===== config.mk =====
export PLATFORM = sky130hd
export DESIGN_NAME = color_select
export DESIGN_NICKNAME = d
export VERILOG_FILES = /design/src/rtl/color_select.sv
export SDC_FILE = /design/constraint.sdc
export NUM_CORES = 1
export LEC_CHECK = 0
export CORE_UTILIZATION = 50
export CTS_BUF_LIST = sky130_fd_sc_hd__clkbuf_16
export DETAILED_ROUTE_END_ITERATION = 6
export PLACE_DENSITY = 0.76
export SLEW_MARGIN = 20
export SYNTH_ARGS = -nofsm -noshare
export SYNTH_HDL_FRONTEND = slang
export SYNTH_SLANG_ARGS = --single-unit

===== constraint.sdc =====
create_clock -name dclk -period 4.8 [get_ports dclk]
set_input_delay 0.96 -clock dclk [delete_from_list [all_inputs] [get_ports dclk]]
set_output_delay 0.96 -clock dclk [all_outputs]
set_load 0.1 [all_outputs]

===== src/rtl/color_select.sv =====
// color_select: button-driven RGB foreground register stage for the VGA digit renderer.
// Each colour button is synchronised, debounced and edge-detected. A debounced press
// loads that channel's switch field into its colour register.
// Optional feature macro: COLOR_SEL_AUTOREPEAT_EN. When it is defined, a held button
// steps its channel by +1 every REPEAT_CYCLES cycles.
// Channel index used throughout: 0 = red, 1 = green, 2 = blue.
module color_select #(
    parameter int unsigned DEBOUNCE_CYCLES = 250000,
    parameter int unsigned REPEAT_CYCLES   = 12500000
) (
    input  logic       dclk,
    input  logic       clr,
    input  logic       btnr,
    input  logic       btng,
    input  logic       btnb,
    input  logic [7:0] sw,
    output logic [2:0] red_R,
    output logic [2:0] green_R,
    output logic [1:0] blue_R,
    output logic       upd
);

    localparam int unsigned DbW = $clog2(DEBOUNCE_CYCLES);
    localparam logic [DbW-1:0] DbMax = DbW'(DEBOUNCE_CYCLES - 1);

    logic [2:0]     btn_raw;
    logic [2:0]     sync1_q, sync2_q;
    logic [2:0]     db_q, db_d, db_prev_q;
    logic [DbW-1:0] cnt_q [3];
    logic [DbW-1:0] cnt_d [3];
    logic [2:0]     press;
    logic [2:0]     tick;

    logic [2:0] red_q, red_d;
    logic [2:0] green_q, green_d;
    logic [1:0] blue_q, blue_d;
    logic       upd_q, upd_d;

    assign btn_raw = {btnb, btng, btnr};

    // Synchronisers, debounced levels, debounce counters and edge-detect registers.
    always_ff @(posedge dclk or posedge clr) begin
        if (clr) begin
            sync1_q   <= '0;
            sync2_q   <= '0;
            db_q      <= '0;
            db_prev_q <= '0;
            for (int i = 0; i < 3; i++) begin
                cnt_q[i] <= '0;
            end
        end else begin
            sync1_q   <= btn_raw;
            sync2_q   <= sync1_q;
            db_q      <= db_d;
            db_prev_q <= db_q;
            for (int i = 0; i < 3; i++) begin
                cnt_q[i] <= cnt_d[i];
            end
        end
    end

    // Debounce: accept a new level only after it has differed for DEBOUNCE_CYCLES cycles.
    always_comb begin
        db_d = db_q;
        for (int i = 0; i < 3; i++) begin
            cnt_d[i] = '0;
            if (sync2_q[i] != db_q[i]) begin
                if (cnt_q[i] == DbMax) begin
                    db_d[i] = sync2_q[i];
                end else begin
                    cnt_d[i] = cnt_q[i] + 1'b1;
                end
            end
        end
    end

    assign press = db_q & ~db_prev_q;

`ifdef COLOR_SEL_AUTOREPEAT_EN
    localparam int unsigned RpW = $clog2(REPEAT_CYCLES);
    localparam logic [RpW-1:0] RpMax = RpW'(REPEAT_CYCLES - 1);

    logic [RpW-1:0] rpt_cnt_q [3];
    logic [RpW-1:0] rpt_cnt_d [3];

    // Auto-repeat period counters.
    always_ff @(posedge dclk or posedge clr) begin
        if (clr) begin
            for (int i = 0; i < 3; i++) begin
                rpt_cnt_q[i] <= '0;
            end
        end else begin
            for (int i = 0; i < 3; i++) begin
                rpt_cnt_q[i] <= rpt_cnt_d[i];
            end
        end
    end

    // Repeat tick while held. A press in the same cycle wins over the tick.
    always_comb begin
        tick = '0;
        for (int i = 0; i < 3; i++) begin
            tick[i]      = db_q[i] && !press[i] && (rpt_cnt_q[i] == RpMax);
            rpt_cnt_d[i] = (press[i] || !db_q[i] || tick[i]) ? '0 : rpt_cnt_q[i] + 1'b1;
        end
    end
`else
    logic unused_repeat_cfg;
    assign unused_repeat_cfg = ^REPEAT_CYCLES;
    assign tick = '0;
`endif

    // Colour registers and update pulse.
    always_ff @(posedge dclk or posedge clr) begin
        if (clr) begin
            red_q   <= 3'b111;
            green_q <= 3'b000;
            blue_q  <= 2'b00;
            upd_q   <= 1'b0;
        end else begin
            red_q   <= red_d;
            green_q <= green_d;
            blue_q  <= blue_d;
            upd_q   <= upd_d;
        end
    end

    // Next colour: a press loads the switch field, a repeat tick increments with wrap.
    always_comb begin
        red_d   = red_q;
        green_d = green_q;
        blue_d  = blue_q;
        if (press[0]) begin
            red_d = sw[2:0];
        end else if (tick[0]) begin
            red_d = red_q + 3'd1;
        end
        if (press[1]) begin
            green_d = sw[5:3];
        end else if (tick[1]) begin
            green_d = green_q + 3'd1;
        end
        if (press[2]) begin
            blue_d = sw[7:6];
        end else if (tick[2]) begin
            blue_d = blue_q + 2'd1;
        end
        // Any write counts, even if the loaded value equals the old one.
        upd_d = |(press | tick);
    end

    assign red_R   = red_q;
    assign green_R = green_q;
    assign blue_R  = blue_q;
    assign upd     = upd_q;

endmodule


==> qor.csv, run 1 <==
stage,metric,value,unit
final_layout,fillerInstances,548,
clock_tree,cts_sinks,75,
min_path,min-delay-path-class,reg -> reg,
sta,slew-limit-headroom,34.8,%
clock_tree,tritoncts,built,
global_routing,initial_antenna_violation_count,0,
floorplan,floorplan.initialDensity,51.5,%
clock_tree,cts_hold_buf,0,
setup_path,cp_max_fo,2,
clock_tree,clk_latency,0.33,ns
sta,timing_worst_slew_pin_value,0.975,ns
logic_synthesis,synth.net_count,331,
final_layout,drive_above_1_share,11.4,%
power_and_ir_drop,power-per-cell-area,340,mW/mm^2
drt,initialDrtViolationCount,123,
setup_path,critPathSlowestCell,clkdlybuf4s50_1,
clock_tree,postCtsResizedCells,0,
setup_path,critPathKind,reg -> out,
job,max_cap_viol_count,0,
setup_path,worstPathCellList,clkdlybuf4s50_1,
drt,route.antenna.remaining_nets,0,
setup_path,cp-start-kind,flop,
clock_tree,postCtsSetupRepairBufs,0,
drt,detail_route.drc_violations,0,
sta,skew_final,0.00581,ns
logic_synthesis,synth-warning-count,0,
power_and_ir_drop,ir_drop,0.221,mV
clock_tree,htreeDepth,3,
global_routing,via_count_of_the_first_global_routing_pass,2407,
final_layout,area_growth,17.5,%
global_routing,gr-total-overflow,0,
floorplan,die_height,85.4,um
logic_synthesis,synthesis.area_per_instance,11.0,um^2
setup_path,cpLargestDelayFamily,buffers and inverters,
sta,setup_total_negative_slack,0,ns
outcome,outcome,completed,
logic_synthesis,synthesis.area,0.00348,mm^2
final_layout,final_cell_count_no_fill,430,
drt,routed-via-count,2436,
final_layout,antenna_cells_inserted,0,
global_routing,gr-usage-all-layers,19.2,%
floorplan,floorplan.io_pins,22,
floorplan,fp.coreArea,0.00676,mm^2
clock_tree,cts.root.buffer_cell,clkbuf_16,
sta,report.final.setup_viol,0,
setup_path,arrival,1.97,ns
sta,timing.hold.ws,0.355,ns
sta,slew_violations,0,
sta,finalHoldViolations,0,
setup_path,required,3.84,ns
final_layout,final_layout_net_count,361,
drt,route.detailed.wl_per_inst,14.6,um
global_routing,grt_start_max_net_pins,51,
sta,final_period_minus_worst_setup_slack,2.93,ns
floorplan,design.die.area,0.00730,mm^2
logic_synthesis,synth_seq_cells,75,
place,io_buffers,21,
global_routing,first_pass_grt_wire_length,10.9,mm
setup_path,cp.buffers_inverters,1,
power_and_ir_drop,power.share.sequential,46.8,%
final_layout,final_design_area_no_fill,0.00409,mm^2
place,globalplace.congestion,0.861,
place,dpl-instance-area,0.00378,mm^2
power_and_ir_drop,p_int,1110,uW
clock_tree,cts_max_path_buffers,2,
drt,via_per_inst,5.67,
setup_path,crit_path_max_incr_delay,1.12,ns
floorplan,die_x,85.4,um
floorplan,core.rowCount,30,
power_and_ir_drop,switching_share,20.2,%
logic_synthesis,synth.yosys.seq_area_share,54.0,%
sta,highest_clock_rate,341,MHz
power_and_ir_drop,power.clock.fraction,49.9,%
place,place.detailed.hpwl,4.28,mm
power_and_ir_drop,comb_power_share,3.4,%
sta,rsz0062_at_grt,false,
power_and_ir_drop,static-leakage-power,0.00173,uW
logic_synthesis,number_of_cells_produced_by_synthesis,315,
logic_synthesis,yosys.cell_types.count,35,
drt,totalWireLength,6.29,mm
power_and_ir_drop,p_switching,281,uW
power_and_ir_drop,p_total,1390,uW
setup_path,worstSetupEndpointType,output port,
clock_tree,clk_pin_slew,0.06,ns
clock_tree,cts_made_buffers,9,
place,dpl.cell_count,414,
sta,layout_worst_path_cycle_share,61.1,%
drt,first_pass_iters,5,
==> cells by family after synthesis <==
logic type | count (synthesis) | share of synthesized area, %
AND/OR/NAND/NOR | 154 | 24.2
adder cells (fa/ha/maj) | 3 | 1.08
AO/OA/AOI/OAI | 19 | 4.85
flip-flops | 75 | 54.0
multiplexers | 11 | 3.56
XOR/XNOR | 43 | 10.8
buffers and inverters | 10 | 1.40
==> cell usage in the layout, fill, tap and decap left out, types with 4 or more instances in the layout <==
master | Yosys | final
nand3_1 | 18 | 18
a21oi_1 | 8 | 8
and4_1 | 5 | 5
nand2_1 | 19 | 19
inv_1 | 6 | 6
clkdlybuf4s50_1 | 0 | 21
and3_1 | 4 | 4
xor2_1 | 17 | 17
nor4_1 | 15 | 15
nand4_1 | 13 | 13
clkbuf_16 | 0 | 9
xnor2_1 | 26 | 26
nor2_1 | 49 | 49
nor3_1 | 8 | 8
mux2_2 | 11 | 11
dfrtp_1 | 72 | 72
==> power by group through the flow <==
stage | Clock [uW] | Sequential (uW) | Combinational, uW
2_1_floorplan | 0 | 659 | 30.2
3_3_place_gp | 0 | 660 | 46.4
3_5_place_dp | 0 | 661 | 47.8
4_1_cts | 709 | 650 | 48.5
5_1_grt | 730 | 651 | 54.2
6_report | 694 | 650 | 46.6
==> layout make-up <==
cell class / count / area, um^2 / share of cell area [%]
flip-flops and latches: 75 / 1880 / 46.0
repair buffers: 23 / 225 / 5.51
well taps: 80 / 100 / 2.45
inverters: 6 / 22.5 / 0.551
clock buffers: 9 / 225 / 5.51
multi-input cells: 230 / 1550 / 37.9
clock inverters: 7 / 85.1 / 2.08
==> path summary, 6_finish.rpt <==
path | from | endpoint | slack, ns | cells after the start
min in group asynchronous | clr | cnt_q[12]$_DFF_PP0_ | 0.99 | 2
max | red_R[2]$_DFFE_PP1P_ | red_R[2] | 1.87 | 1
max in group asynchronous | clr | cnt_q[38]$_DFF_PP0_ | 2.81 | 3
min reg2reg | sync1_q[0]$_DFF_PP0_ | sync2_q[0]$_DFF_PP0_ | 0.35 | 0
min | sync1_q[0]$_DFF_PP0_ | sync2_q[0]$_DFF_PP0_ | 0.35 | 0
max reg2reg | cnt_q[47]$_DFF_PP0_ | cnt_q[47]$_DFF_PP0_ | 2.62 | 4
==> registers in the layout, summed over array words and instances, names as in the netlist <==
name and cells:
sync2_q 3, green_R 3, red_R 3, cnt_q 54
sync1_q 3, db_q 3, blue_R 2, db_prev_q 3
upd 1
==> cells in the mapped netlist (all sizes together) <==
| cell | count | area, um^2 |
|---|---|---|
| nor3 | 8 | 40.0 |
| nand4 | 15 | 124 |
| ha | 3 | 37.5 |
| nor4 | 15 | 93.8 |
| and2 | 1 | 6.26 |
| or3 | 4 | 35.0 |
| and4 | 5 | 43.8 |
| o21ai | 3 | 15.0 |
| nor2 | 49 | 184 |
| nand4b | 1 | 8.76 |
| a21bo | 1 | 10.0 |
| xor2 | 17 | 149 |
| o31ai | 2 | 15.0 |
| nand2 | 19 | 71.3 |
| dfstp | 3 | 78.8 |
| nand3b | 3 | 22.5 |
| inv | 6 | 22.5 |
| nand3 | 18 | 90.1 |
| or3b | 2 | 17.5 |
| xnor2 | 26 | 228 |
| nor4b | 2 | 17.5 |
| buf | 3 | 22.5 |
| dfrtp | 72 | 1800 |
| or4b | 3 | 30.0 |
| mux2 | 11 | 124 |
| and3 | 4 | 25.0 |
| clkbuf | 1 | 3.75 |
| nor2b | 3 | 18.8 |
| or4 | 2 | 15.0 |
| o41ai | 5 | 88.8 |
| a21oi | 8 | 40.0 |
==> metal layers <==
| layer | part of all wire, % | GRT usage [%] |
|---|---|---|
| met1 | 47 | 25.4 |
| met2 | 49 | 30.8 |
| met3 | 2.7 | 3.31 |
| met4 | 1.6 | 9.09 |
| met5 | 0 | 0 |
==> per-stage QoR <==
| stage | utilization, % | worst slack, ns |
|---|---|---|
| floorplan | - | 1.93 |
| global placement | 55.9 | 2.22 |
| detailed placement | 55.9 | 2.21 |
| CTS | 60.5 | 1.85 |
| global route | 60.5 | 1.84 |
| finish | 60.5 | 1.87 |
Note: power is estimated with default switching activity, not from simulation.
==> run 2: changes to the inputs <==
==> constraint.sdc (replaced) <==
create_clock -name dclk -period 2.99 [get_ports dclk]
set_input_delay 0.598 -clock dclk [delete_from_list [all_inputs] [get_ports dclk]]
set_output_delay 0.598 -clock dclk [all_outputs]
set_load 0.1 [all_outputs]
==> qor.csv, run 2 (synthesized netlist as in run 1, its figures left out) <==
stage,metric,value,unit,change
outcome,outcome,completed,,
sta,highest_clock_rate,465,MHz,
global_routing,via_count_of_the_first_global_routing_pass,2472,,+2.7%
drt,routed-via-count,2485,,+2.0%
sta,layout_worst_path_cycle_share,71.9,%,
sta,report.final.setup_viol,0,,unchanged
final_layout,drive_above_1_share,15.1,%,+3.6 points
sta,skew_final,0.00592,ns,+0.000113 ns
clock_tree,cts_hold_buf,0,,unchanged
sta,final_period_minus_worst_setup_slack,2.15,ns,
global_routing,grt_start_max_net_pins,26,,-49%
place,globalplace.congestion,0.800,,-7.1%
floorplan,fp.coreArea,0.00676,mm^2,unchanged
min_path,min-delay-path-class,reg -> reg,,
final_layout,fillerInstances,531,,-3.1%
floorplan,die_height,85.4,um,unchanged
clock_tree,cts.root.buffer_cell,clkbuf_16,,
place,place.detailed.hpwl,4.43,mm,+3.6%
power_and_ir_drop,p_total,2260,uW,+63%
setup_path,cp_max_fo,18,,+16
global_routing,initial_antenna_violation_count,0,,unchanged
global_routing,gr-total-overflow,0,,unchanged
final_layout,mostFrequentLayoutCell,dfrtp_1,,
sta,timing_worst_slew_pin_value,0.946,ns,-0.0289 ns
clock_tree,postCtsResizedCells,0,,unchanged
drt,route.detailed.wl_per_inst,15.0,um,+2.7%
drt,first_pass_iters,4,,-1
sta,rsz0062_at_grt,false,,
job,max_cap_viol_count,0,,unchanged
power_and_ir_drop,static-leakage-power,0.00176,uW,+1.5%
final_layout,area_growth,17.5,%,unchanged
global_routing,gr-usage-all-layers,20.0,%,+0.81 points
sta,finalHoldViolations,0,,unchanged
final_layout,antenna_cells_inserted,0,,unchanged
global_routing,first_pass_grt_wire_length,11.3,mm,+3.8%
place,io_buffers,21,,unchanged
setup_path,critPathKind,reg -> reg,,
drt,totalWireLength,6.49,mm,+3.2%
sta,setup_total_negative_slack,0,ns,unchanged
floorplan,design.die.area,0.00730,mm^2,unchanged
clock_tree,clk_latency,0.33,ns,about the same
power_and_ir_drop,ir_drop,0.351,mV,+59%
clock_tree,cts_made_buffers,9,,unchanged
drt,detail_route.drc_violations,0,,unchanged
setup_path,worstSetupEndpointType,flop,,
clock_tree,clk_pin_slew,0.06,ns,about the same
floorplan,die_x,85.4,um,unchanged
final_layout,final_layout_net_count,363,,+0.55%
setup_path,cp-start-kind,flop,,
clock_tree,cts_sinks,75,,unchanged
final_layout,final_cell_mix,"dfrtp_1 (72), nor2_1 (49), xnor2_1 (26), nand2_1 (19), nand3_1 (18)",,
clock_tree,tritoncts,built,,
clock_tree,postCtsSetupRepairBufs,0,,unchanged
power_and_ir_drop,power-per-cell-area,553,mW/mm^2,+63%
sta,slew-limit-headroom,36.7,%,+1.9 points
clock_tree,cts_max_path_buffers,2,,unchanged
sta,slew_violations,0,,unchanged
clock_tree,htreeDepth,3,,unchanged
final_layout,largest_register,cnt_q,,
setup_path,arrival,2.32,ns,+0.35 ns
drt,route.antenna.remaining_nets,0,,unchanged
final_layout,largest_register_ffs,54,,unchanged
setup_path,required,3.16,ns,-0.68 ns
floorplan,floorplan.io_pins,22,,unchanged
drt,via_per_inst,5.75,,+1.5%
drt,initialDrtViolationCount,162,,+32%
floorplan,floorplan.initialDensity,51.5,%,unchanged
floorplan,core.rowCount,30,,unchanged
==> run 2: cell count changes in the layout (fill, tap and decap cells not counted) <==
cell,before,now
clkinvlp_4,0,2
buf_4,2,13
inv_6,0,1
clkinv_4,1,0
clkinv_1,2,0
clkdlybuf4s50_1,21,12
==> run 2: critical path: stages, from the launching register on <==
cell	delay, ns
dfrtp_1	0.43
nor4b_1	0.35
nand2_1	0.16
o41ai_4	0.91
nor2_1	0.13
==> run 2: final timing paths <==
check | depth (start not counted) | startpoint | slack [ns] | end
worst max-delay path | 4 | cnt_q[11]$_DFF_PP0_ | 0.84 | cnt_q[5]$_DFF_PP0_
worst min-delay path | 0 | sync1_q[2]$_DFF_PP0_ | 0.35 | sync2_q[2]$_DFF_PP0_
worst max register to register | 4 | cnt_q[11]$_DFF_PP0_ | 0.84 | cnt_q[5]$_DFF_PP0_
worst min register to register | 0 | sync1_q[2]$_DFF_PP0_ | 0.35 | sync2_q[2]$_DFF_PP0_
max in group asynchronous | 3 | clr | 1.69 | green_R[0]$_DFFE_PP0P_
min in group asynchronous | 2 | clr | 0.60 | cnt_q[11]$_DFF_PP0_
==> run 2: final cells by class <==
| type | count | area [um^2] | share of cell area [%] |
|---|---|---|---|
| clock buffer | 9 | 225 | 5.51 |
| clock inverter | 7 | 92.6 | 2.26 |
| inverter | 6 | 22.5 | 0.551 |
| multi-input combinational | 230 | 1550 | 37.9 |
| sequential | 75 | 1880 | 46.0 |
| tap | 80 | 100 | 2.45 |
| timing repair buffer | 25 | 218 | 5.32 |
==> run 2: metrics by stage <==
step                      util, %  hold slack (ns)  std cells  cell area [um^2]  setup WS (ns)
after floorplan                 -            0.331        315              3480          0.487
after detailed placement     55.8            0.337        416              3770          0.847
final                        60.5            0.348        432              4090          0.839
after global routing         60.5            0.361        432              4090          0.654
after global placement       55.8            0.334        416              3770          0.930
after CTS                    60.5            0.351        432              4090          0.826
==> run 2: per-layer routing <==
metal | part of all wire [%] | vias up | track usage, %
met5 | 0 | - | 0
met4 | 2.3 | 0 | 8.79
met3 | 3.9 | 17 | 5.06
met2 | 48 | 54 | 32.2
met1 | 46 | 1222 | 25.6
li1 | - | 1192 | -
==> run 2: power breakdown <==
group	internal (uW)	switching [uW]	total, uW
Combinational	30.9	46.4	77.3
Clock	728	415	1140
Sequential	1030	12.7	1040
